### src/rtl/wave_play_sched_pkg.sv
// Shared encodings for the waveform RAM scheduler: FSM states and RAM-read owner.
package wave_play_sched_pkg;

    typedef enum logic [1:0] {
        ST_IDLE  = 2'd0,
        ST_PRIME = 2'd1,
        ST_RUN   = 2'd2
    } state_t;

    typedef enum logic [1:0] {
        OWN_NONE = 2'd0,
        OWN_PLAY = 2'd1,
        OWN_HOST = 2'd2
    } owner_t;

    localparam int DAC_W = 15;

endpackage

### src/rtl/wave_tick_div.sv
// Sample-rate divider: counts 0..period while enabled and pulses tick on the wrap cycle.
module wave_tick_div #(
    parameter int DIV_W = 32
) (
    input  logic             clk,
    input  logic             rstn,
    input  logic             clr,
    input  logic             en,
    input  logic [DIV_W-1:0] period,
    output logic             tick
);

    logic [DIV_W-1:0] cnt;

    assign tick = en && (cnt == period);

    always_ff @(posedge clk or negedge rstn) begin
        if (!rstn)
            cnt <= '0;
        else if (clr)
            cnt <= '0;
        else if (en)
            cnt <= tick ? '0 : cnt + 1'b1;
    end

endmodule

### src/rtl/wave_play_sched.sv
// Shares the single-port waveform RAM between host accesses and rate-timed playback,
// registering each fetched sample onto the DAC bus.
module wave_play_sched
    import wave_play_sched_pkg::*;
#(
    parameter int ADR_W = 17,
    parameter int DAT_W = 16,
    parameter int DIV_W = 32
) (
    input  logic             clk,
    input  logic             rstn,
    input  logic             cfg_start,
    input  logic             cfg_stop,
    input  logic [ADR_W-1:0] cfg_end_adr,
    input  logic [DIV_W-1:0] cfg_div,
    input  logic             host_req,
    input  logic             host_we,
    input  logic [ADR_W-1:0] host_adr,
    input  logic [DAT_W-1:0] host_wdata,
    output logic             host_ack,
    output logic [DAT_W-1:0] host_rdata,
    output logic             host_rvalid,
    output logic [ADR_W-1:0] ram_adr,
    output logic [DAT_W-1:0] ram_wdata,
    output logic             ram_we,
    input  logic [DAT_W-1:0] ram_rdata,
    output logic [DAC_W-1:0] dac_data,
    output logic             dac_strobe,
    output logic             running,
    output logic [ADR_W-1:0] play_adr,
    output logic             host_stall
);

    state_t           state;
    owner_t           owner;
    logic [ADR_W-1:0] end_q;
    logic [DIV_W-1:0] div_q;
    logic             alive;
    logic             div_en;
    logic             tick;
    logic             play_rd;
    logic             host_gnt;
    logic             restart;

    assign div_en = (state == ST_RUN);

    wave_tick_div #(.DIV_W(DIV_W)) u_tick_div (
        .clk    (clk),
        .rstn   (rstn),
        .clr    (!div_en),
        .en     (div_en),
        .period (div_q),
        .tick   (tick)
    );

    // alive keeps the combinational grant quiet while reset is held
    always_ff @(posedge clk or negedge rstn) begin
        if (!rstn)
            alive <= 1'b0;
        else
            alive <= 1'b1;
    end

    assign play_rd  = (state == ST_PRIME) || tick;
    assign host_gnt = alive && host_req && !play_rd;
    assign restart  = cfg_start && !cfg_stop && (state != ST_PRIME);

    assign host_ack    = host_gnt;
    assign host_stall  = alive && host_req && !host_gnt;
    assign host_rvalid = (owner == OWN_HOST);
    assign host_rdata  = host_rvalid ? ram_rdata : '0;
    assign dac_strobe  = (owner == OWN_PLAY);

    always_comb begin
        ram_adr   = '0;
        ram_wdata = '0;
        ram_we    = 1'b0;
        if (play_rd) begin
            ram_adr = play_adr;
        end else if (host_gnt) begin
            ram_adr   = host_adr;
            ram_wdata = host_wdata;
            ram_we    = host_we;
        end
    end

    // owner steers the next cycle's ram_rdata to the DAC or the host
    always_ff @(posedge clk or negedge rstn) begin
        if (!rstn) begin
            owner    <= OWN_NONE;
            dac_data <= '0;
        end else begin
            if (play_rd)
                owner <= OWN_PLAY;
            else if (host_gnt && !host_we)
                owner <= OWN_HOST;
            else
                owner <= OWN_NONE;
            if (owner == OWN_PLAY)
                dac_data <= ram_rdata[DAC_W-1:0];
        end
    end

    always_ff @(posedge clk or negedge rstn) begin
        if (!rstn) begin
            state    <= ST_IDLE;
            running  <= 1'b0;
            play_adr <= '0;
            end_q    <= '0;
            div_q    <= '0;
        end else begin
            if (play_rd)
                play_adr <= (play_adr == end_q) ? '0 : play_adr + 1'b1;
            case (state)
                ST_IDLE:  running <= 1'b0;
                ST_PRIME: begin
                    state   <= cfg_stop ? ST_IDLE : ST_RUN;
                    running <= !cfg_stop;
                end
                ST_RUN: if (cfg_stop) begin
                    state   <= ST_IDLE;
                    running <= 1'b0;
                end
                default: begin
                    state   <= ST_IDLE;
                    running <= 1'b0;
                end
            endcase
            if (restart) begin
                state    <= ST_PRIME;
                running  <= 1'b1;
                play_adr <= '0;
                end_q    <= cfg_end_adr;
                div_q    <= cfg_div;
            end
        end
    end

endmodule

### config.mk
export PLATFORM = sky130hd
export DESIGN_NAME = wave_play_sched
export DESIGN_NICKNAME = d
export VERILOG_FILES = /design/src/rtl/wave_play_sched_pkg.sv /design/src/rtl/wave_tick_div.sv /design/src/rtl/wave_play_sched.sv
export SDC_FILE = /design/constraint.sdc
export NUM_CORES = 1
export LEC_CHECK = 0
export BUFFER_PORTS_ARGS = -buffer_cell sky130_fd_sc_hd__clkbuf_2
export CORE_ASPECT_RATIO = 0.8
export CORE_UTILIZATION = 40
export CTS_BUF_LIST = sky130_fd_sc_hd__clkbuf_2 sky130_fd_sc_hd__clkbuf_4 sky130_fd_sc_hd__clkbuf_8
export DETAILED_ROUTE_END_ITERATION = 10
export PLACE_DENSITY = 0.67
export SETUP_SLACK_MARGIN = 0.1
export SYNTH_ARGS = -nofsm -noshare
export SYNTH_HDL_FRONTEND = slang
export SYNTH_SLANG_ARGS = --single-unit
### constraint.sdc
create_clock -name clk -period 2.5 [get_ports clk]
set_clock_uncertainty 0.1 [all_clocks]
set_input_delay 0.5 -clock clk [delete_from_list [all_inputs] [get_ports clk]]
set_output_delay 0.5 -clock clk [all_outputs]
set_load 0.1 [all_outputs]
# Word-level counts from Yosys, hierarchy flattened
# Index checks and enable logic that the tools add are counted.
word_totals:
  regBits: 119
  input_bits: 104
  output_inout_bits: 87
classes:
  add_sub_neg: 2
  n_eq_ne: 9
  muxes: 21
  n_reduce_logical: 15
op_table:
  columns: ["cell", "n"]
  rows:
  - ["two-way mux 17 bit", 5]
  - ["two-way mux 32 bit", 2]
  - ["two-way mux 16 bit", 3]
  - ["adder 32 x 1 -> 32 bit, second input constant", 1]
  - ["equality test 32 bit", 1]
  - ["adder 17 x 1 -> 17 bit, second input constant", 1]
  - ["equality test 17 bit", 1]
  - ["two-way mux 2 bit", 5]
  - ["logical AND 1 bit", 7]
  - ["case mux 2 bit (3 select lines)", 1]
  - ["equality test 2 x 1 -> 1 bit, second input constant", 2]
  - ["equality test 2 bit, second input constant", 2]
  - ["logical NOT 1 bit", 4]
  - ["two-way mux 1 bit", 4]
  - ["!= test 3 bit, second input constant", 1]
  - ["logical NOT 2 bit", 1]
  - ["!= test 2 x 1 -> 1 bit, second input constant", 1]
  - ["!= test 2 bit, second input constant", 1]
  - ["case mux 1 bit (2 select lines)", 1]
  - ["AND reduction 2 bit", 1]
  - ["nonzero test 2 bit", 1]
  - ["logical OR 1 bit", 1]

# Logic depth before layout (Yosys ltp)
logic_depth:
  depth_word: 8
  depth_mapped: 11
  ltp_nobuf: 7

# Hierarchy
# A second synthesis with hierarchy kept.
unflattened:
  hier_cells: 710
  hier_area_um2: 6447.4
modules_own_cells:
  columns: ["mod", "n_inst", "cells_each", "area_per_inst_um2"]
  rows:
  - ["wave_play_sched", 1, 447, 4137.7]
  - ["wave_tick_div", 1, 263, 2309.7]

# Worst setup path after synthesis
# No wires, ideal clock.
synth_timing:
  path_kind: "flip-flop to output port"
  from: "reg u_tick_div.cnt[6]"
  to: "out ram_adr[11]"
  t_arrival_ns: 3.668
  required_ns: 1.900
  path_slack_ns: -1.768
  stages_incl_launch_ff: 8
  path_buffers: 2
  path_cell_list: "dfrtp_1 -> xor2_1 -> nor4b_2 -> nand4_1 -> o31a_1 -> buf_6 -> clkbuf_1 -> o21ai_0"
synth_via:
  elab_chain_len: 7
synth_lines:
  columns: ["element", "line_no", "rtl"]
  rows:
  - ["start, declared", "wave_tick_div.sv:13", "logic [DIV_W-1:0] cnt;"]
  - ["start signal, assigned", "wave_tick_div.sv:23", "cnt <= tick ? '0 : cnt + 1'b1;"]
  - ["equality test 32 bit (*)", "wave_tick_div.sv:15", "assign tick = en && (cnt == period);"]
  - ["logical AND 1 bit (*)", "wave_tick_div.sv:15", null]
  - ["logical OR 1 bit (*)", "wave_play_sched.sv:64", "assign play_rd = (state == ST_PRIME) || tick;"]
  - ["logical NOT 1 bit", "wave_play_sched.sv:65", "assign host_gnt = alive && host_req && !play_rd;"]
  - ["logical AND 1 bit", "wave_play_sched.sv:65", null]
  - ["two-way mux 17 bit", "wave_play_sched.sv:80", "end else if (host_gnt) begin"]
  - ["two-way mux 17 bit (*)", "wave_play_sched.sv:78", "if (play_rd) begin"]
  - ["end, declared", "wave_play_sched.sv:23", "output logic [ADR_W-1:0] ram_adr,"]
# Mark *: on every way between the ends. The rest lies on a longest branch, timed or not.

# Worst setup path after layout
layout_timing:
  from: "reg div_q[30]"
  to: "out ram_adr[10]"
layout_via:
  elab_chain_len: 7
layout_lines:
  columns: ["element", "line_no", "rtl"]
  rows:
  - ["start, declared", "wave_play_sched.sv:37", "logic [DIV_W-1:0] div_q;"]
  - ["start signal, assigned", "wave_play_sched.sv:134", "div_q <= cfg_div;"]
  - ["equality test 32 bit (*)", "wave_tick_div.sv:15", null]
  - ["logical AND 1 bit (*)", "wave_tick_div.sv:15", null]
  - ["logical OR 1 bit (*)", "wave_play_sched.sv:64", null]
  - ["logical NOT 1 bit", "wave_play_sched.sv:65", null]
  - ["logical AND 1 bit", "wave_play_sched.sv:65", null]
  - ["two-way mux 17 bit", "wave_play_sched.sv:80", null]
  - ["two-way mux 17 bit (*)", "wave_play_sched.sv:78", null]
# Marks and branches as above.

==> results_dict.tcl <==
set metrics [dict create \
    cts-htree-levels 4 \
    first_global_vias 5676 \
    die_y_um 115 \
    path_class "reg -> out" \
    ys_warn_count 0 \
    clk_pin_slew_ps 70 \
    crit_required_ps 1900 \
    synthToLayoutAreaGrowth_pct 52.2 \
    start_util 0.416 \
    routed_via_density 5.03 \
    critPathSlowestCell "dfrtp_1" \
    drtAntennaViolNets 0 \
    final_net_count 1061 \
    pre_cts_ws_ps -578 \
    io_pins 191 \
    wirelength_um 18800 \
    grtUsageMet2 0.374 \
    grt_first_pass_wirelength_um 29900 \
    crit_arrival_ps 2530 \
    async_flop_share 1.00 \
    status "complete, but fails checks" \
    syn_nets 817 \
    design.die.area_sq_um 16400 \
    crit_path_end_kind "output port" \
    violations "negative setup slack" \
    clockBufferDepth 2 \
    chipWidth_um 143 \
    layout-drive-gt1-share 0.416 \
    worstMarginPinSlew_ps 554 \
    postLayoutSetupSlackWorst_ps -631 \
    rows 40 \
    worst_skew_pair.late_latency_ps 460 \
    timing.final.crit_share 1.25 \
    wl_per_cell_um 16.0 \
    ys_seq_area_frac 0.469 \
    n_fill_cell 1228 \
    clockRootBuffer "clkbuf_8" \
    slew_violations 0 \
    cp.buffers_inverters 4 \
    cp_top_family "buffers and inverters" \
    grt-ovfl-total 0 \
    ys_dominant_reg_cell "dfrtp_1" \
    initialDrtViolationCount 378 \
    grt_use_total 0.241 \
    timing.slew.headroom 0.625 \
    start_kind "register" \
    fin_crit_ps 3130 \
    portBuffers 190 \
    coreArea_sq_um 15300 \
    crit_chain "xor2_2 > nor4_2 > nand4_1 > o31a_4 > inv_8 > clkbuf_16 > buf_4 > o21ai_4 > buf_12" \
    vias 5918 \
    slowest_delay_ps 410 \
    met3_usage 0.0594 \
    multi_input_area_sq_um 3470 \
    p_leak_nw 4.71 \
    drt_first_pass_iters 6 \
    synth.distinct_cells 51 \
    placed_cell_area_sq_um 8970 \
    holdWs_ps 117 \
    hold_path_class "in -> reg" \
    cts.sinks 119 \
    avgSynthCellArea_sq_um 8.93 \
    seqCellArea_sq_um 3000 \
    power_density_nw_per_um2 645 \
    cts_made_buffers 17 \
    finalSetupViolations 36 \
    grt_start_max_net_pins 44 \
    maxCapViolations 0 \
    peakVddDrop_v 0.000396 \
    syn_area_sq_um 6350 \
    stdcell_area_sq_um 9670 \
    crit_fanout 7 \
    gr-max-usage-layer "met2" \
    synth-edff-count 0 \
    gp_congestion 0.851 \
    ys_seq_elements 119 \
    antenna_found_initial 0 \
    cts_tree "yes" \
    hold_viol_final 0 \
    grt_util_met1 0.328 \
    dp_hpwl_um 14000 \
    drc 0 \
    rsz0062_at_grt "true" \
    fmax_ghz 0.319 \
    antennaDiodeCount 0 \
    synth_cells 711 \
]
## sequential cells by signal, summed over array words and instances (netlist names)
signal          count
dac_data           15
end_q              17
play_adr           17
state               2
alive               1
div_q              32
running             1
u_tick_div.cnt     32
owner               2
## layout make-up
cell class,count,area share
inverter,15,0.00660
clock inverter,10,0.0181
clock buffer,21,0.0292
sequential,119,0.310
timing repair buffer,264,0.250
multi-input combinational,538,0.359
tap,210,0.0272
## layer usage
layer  up-vias  share of wire
li1       2854              -
met1      2796           0.46
met2       231           0.45
met3        37          0.066
met4         0          0.023
met5         -              0
## where the power goes
part | leakage, nW | switching (mW) | internal (mW)
combinational | 2.96 | 1.33 | 0.557
clock | 0.239 | 0.787 | 1.26
sequential | 1.52 | 0.174 | 2.13
total | 4.71 | 2.29 | 3.95
## cell usage in the layout (no fill, tap or decap), drive strengths merged, types with 7 or more instances in the layout
| master | count |
|---|---|
| nand2 | 179 |
| dfrtp | 119 |
| xor2 | 61 |
| nor3 | 13 |
| buf | 126 |
| inv | 15 |
| nor2b | 9 |
| a22o | 8 |
| nand4 | 18 |
| and2 | 35 |
| nand3 | 34 |
| nor2 | 55 |
| o21ai | 21 |
| o22ai | 7 |
| mux2 | 15 |
| nor4 | 19 |
| clkbuf | 158 |
| xnor2 | 18 |
## synth_stat cells (7+ instances only)
cell | n | area share
nand2_1 | 179 | 0.11
dfrtp_1 | 119 | 0.47
xor2_1 | 61 | 0.084
nor2_1 | 53 | 0.031
and2_1 | 35 | 0.034
nand3_1 | 33 | 0.026
o21ai_0 | 20 | 0.016
nor4_1 | 18 | 0.018
xnor2_1 | 18 | 0.025
nand4_1 | 17 | 0.017
clkbuf_1 | 16 | 0.0095
mux2_2 | 15 | 0.027
inv_1 | 14 | 0.0083
nor3_1 | 11 | 0.0087
nor2b_1 | 9 | 0.0089
a22o_1 | 8 | 0.011
buf_1 | 8 | 0.0047
o22ai_1 | 7 | 0.0069
## cells by family after synthesis
group                      Yosys count  synth area share
and+or+nand+nor                    382             0.285
DFF                                119             0.469
xor gates and xnor gates            79             0.109
AOI/OAI and AO/OA                   59            0.0654
buffers and inverters               54            0.0406
muxes                               15            0.0266
adders and majority gates            2           0.00394
other                                1          0.000590
## worst paths after layout
path | start | end | slack (ps) | depth (start not counted)
max in group asynchronous | rstn | u_tick_div.cnt[12] | 1160 | 3
hold reg to reg | div_q[14] | div_q[14] | 390 | 2
setup / recovery | div_q[30] | ram_adr[10] | -630 | 9
setup reg to reg | div_q[30] | play_adr[11] | 190 | 8
hold / removal | host_we | owner[1] | 120 | 2
min in group asynchronous | rstn | u_tick_div.cnt[30] | 460 | 2
## per-stage QoR
step                 util  total power, mW  TNS (ps)  std cells
CTS                 0.626             6.24    -21330       1175
global placement    0.588             4.12    -16140       1139
floorplan               -             3.57     -5120        711
detailed placement  0.588             4.15    -17620       1139
finish              0.634             6.24    -20910       1177
global route        0.634             6.49    -24270       1177
## what timing repair did
| item | CTS | global route |
|---|---|---|
| gates cloned | 1 | 1 |
| endpoints found under the hold margin | 32 | 0 |
| pin swaps | 2 | 9 |
| gates resized for setup | 13 | 17 |
| setup buffers | 3 | 1 |
| hold buffers | 1 | 0 |
| setup endpoints to repair | 49 | 77 |
Note: power is estimated with default switching activity, not from simulation.
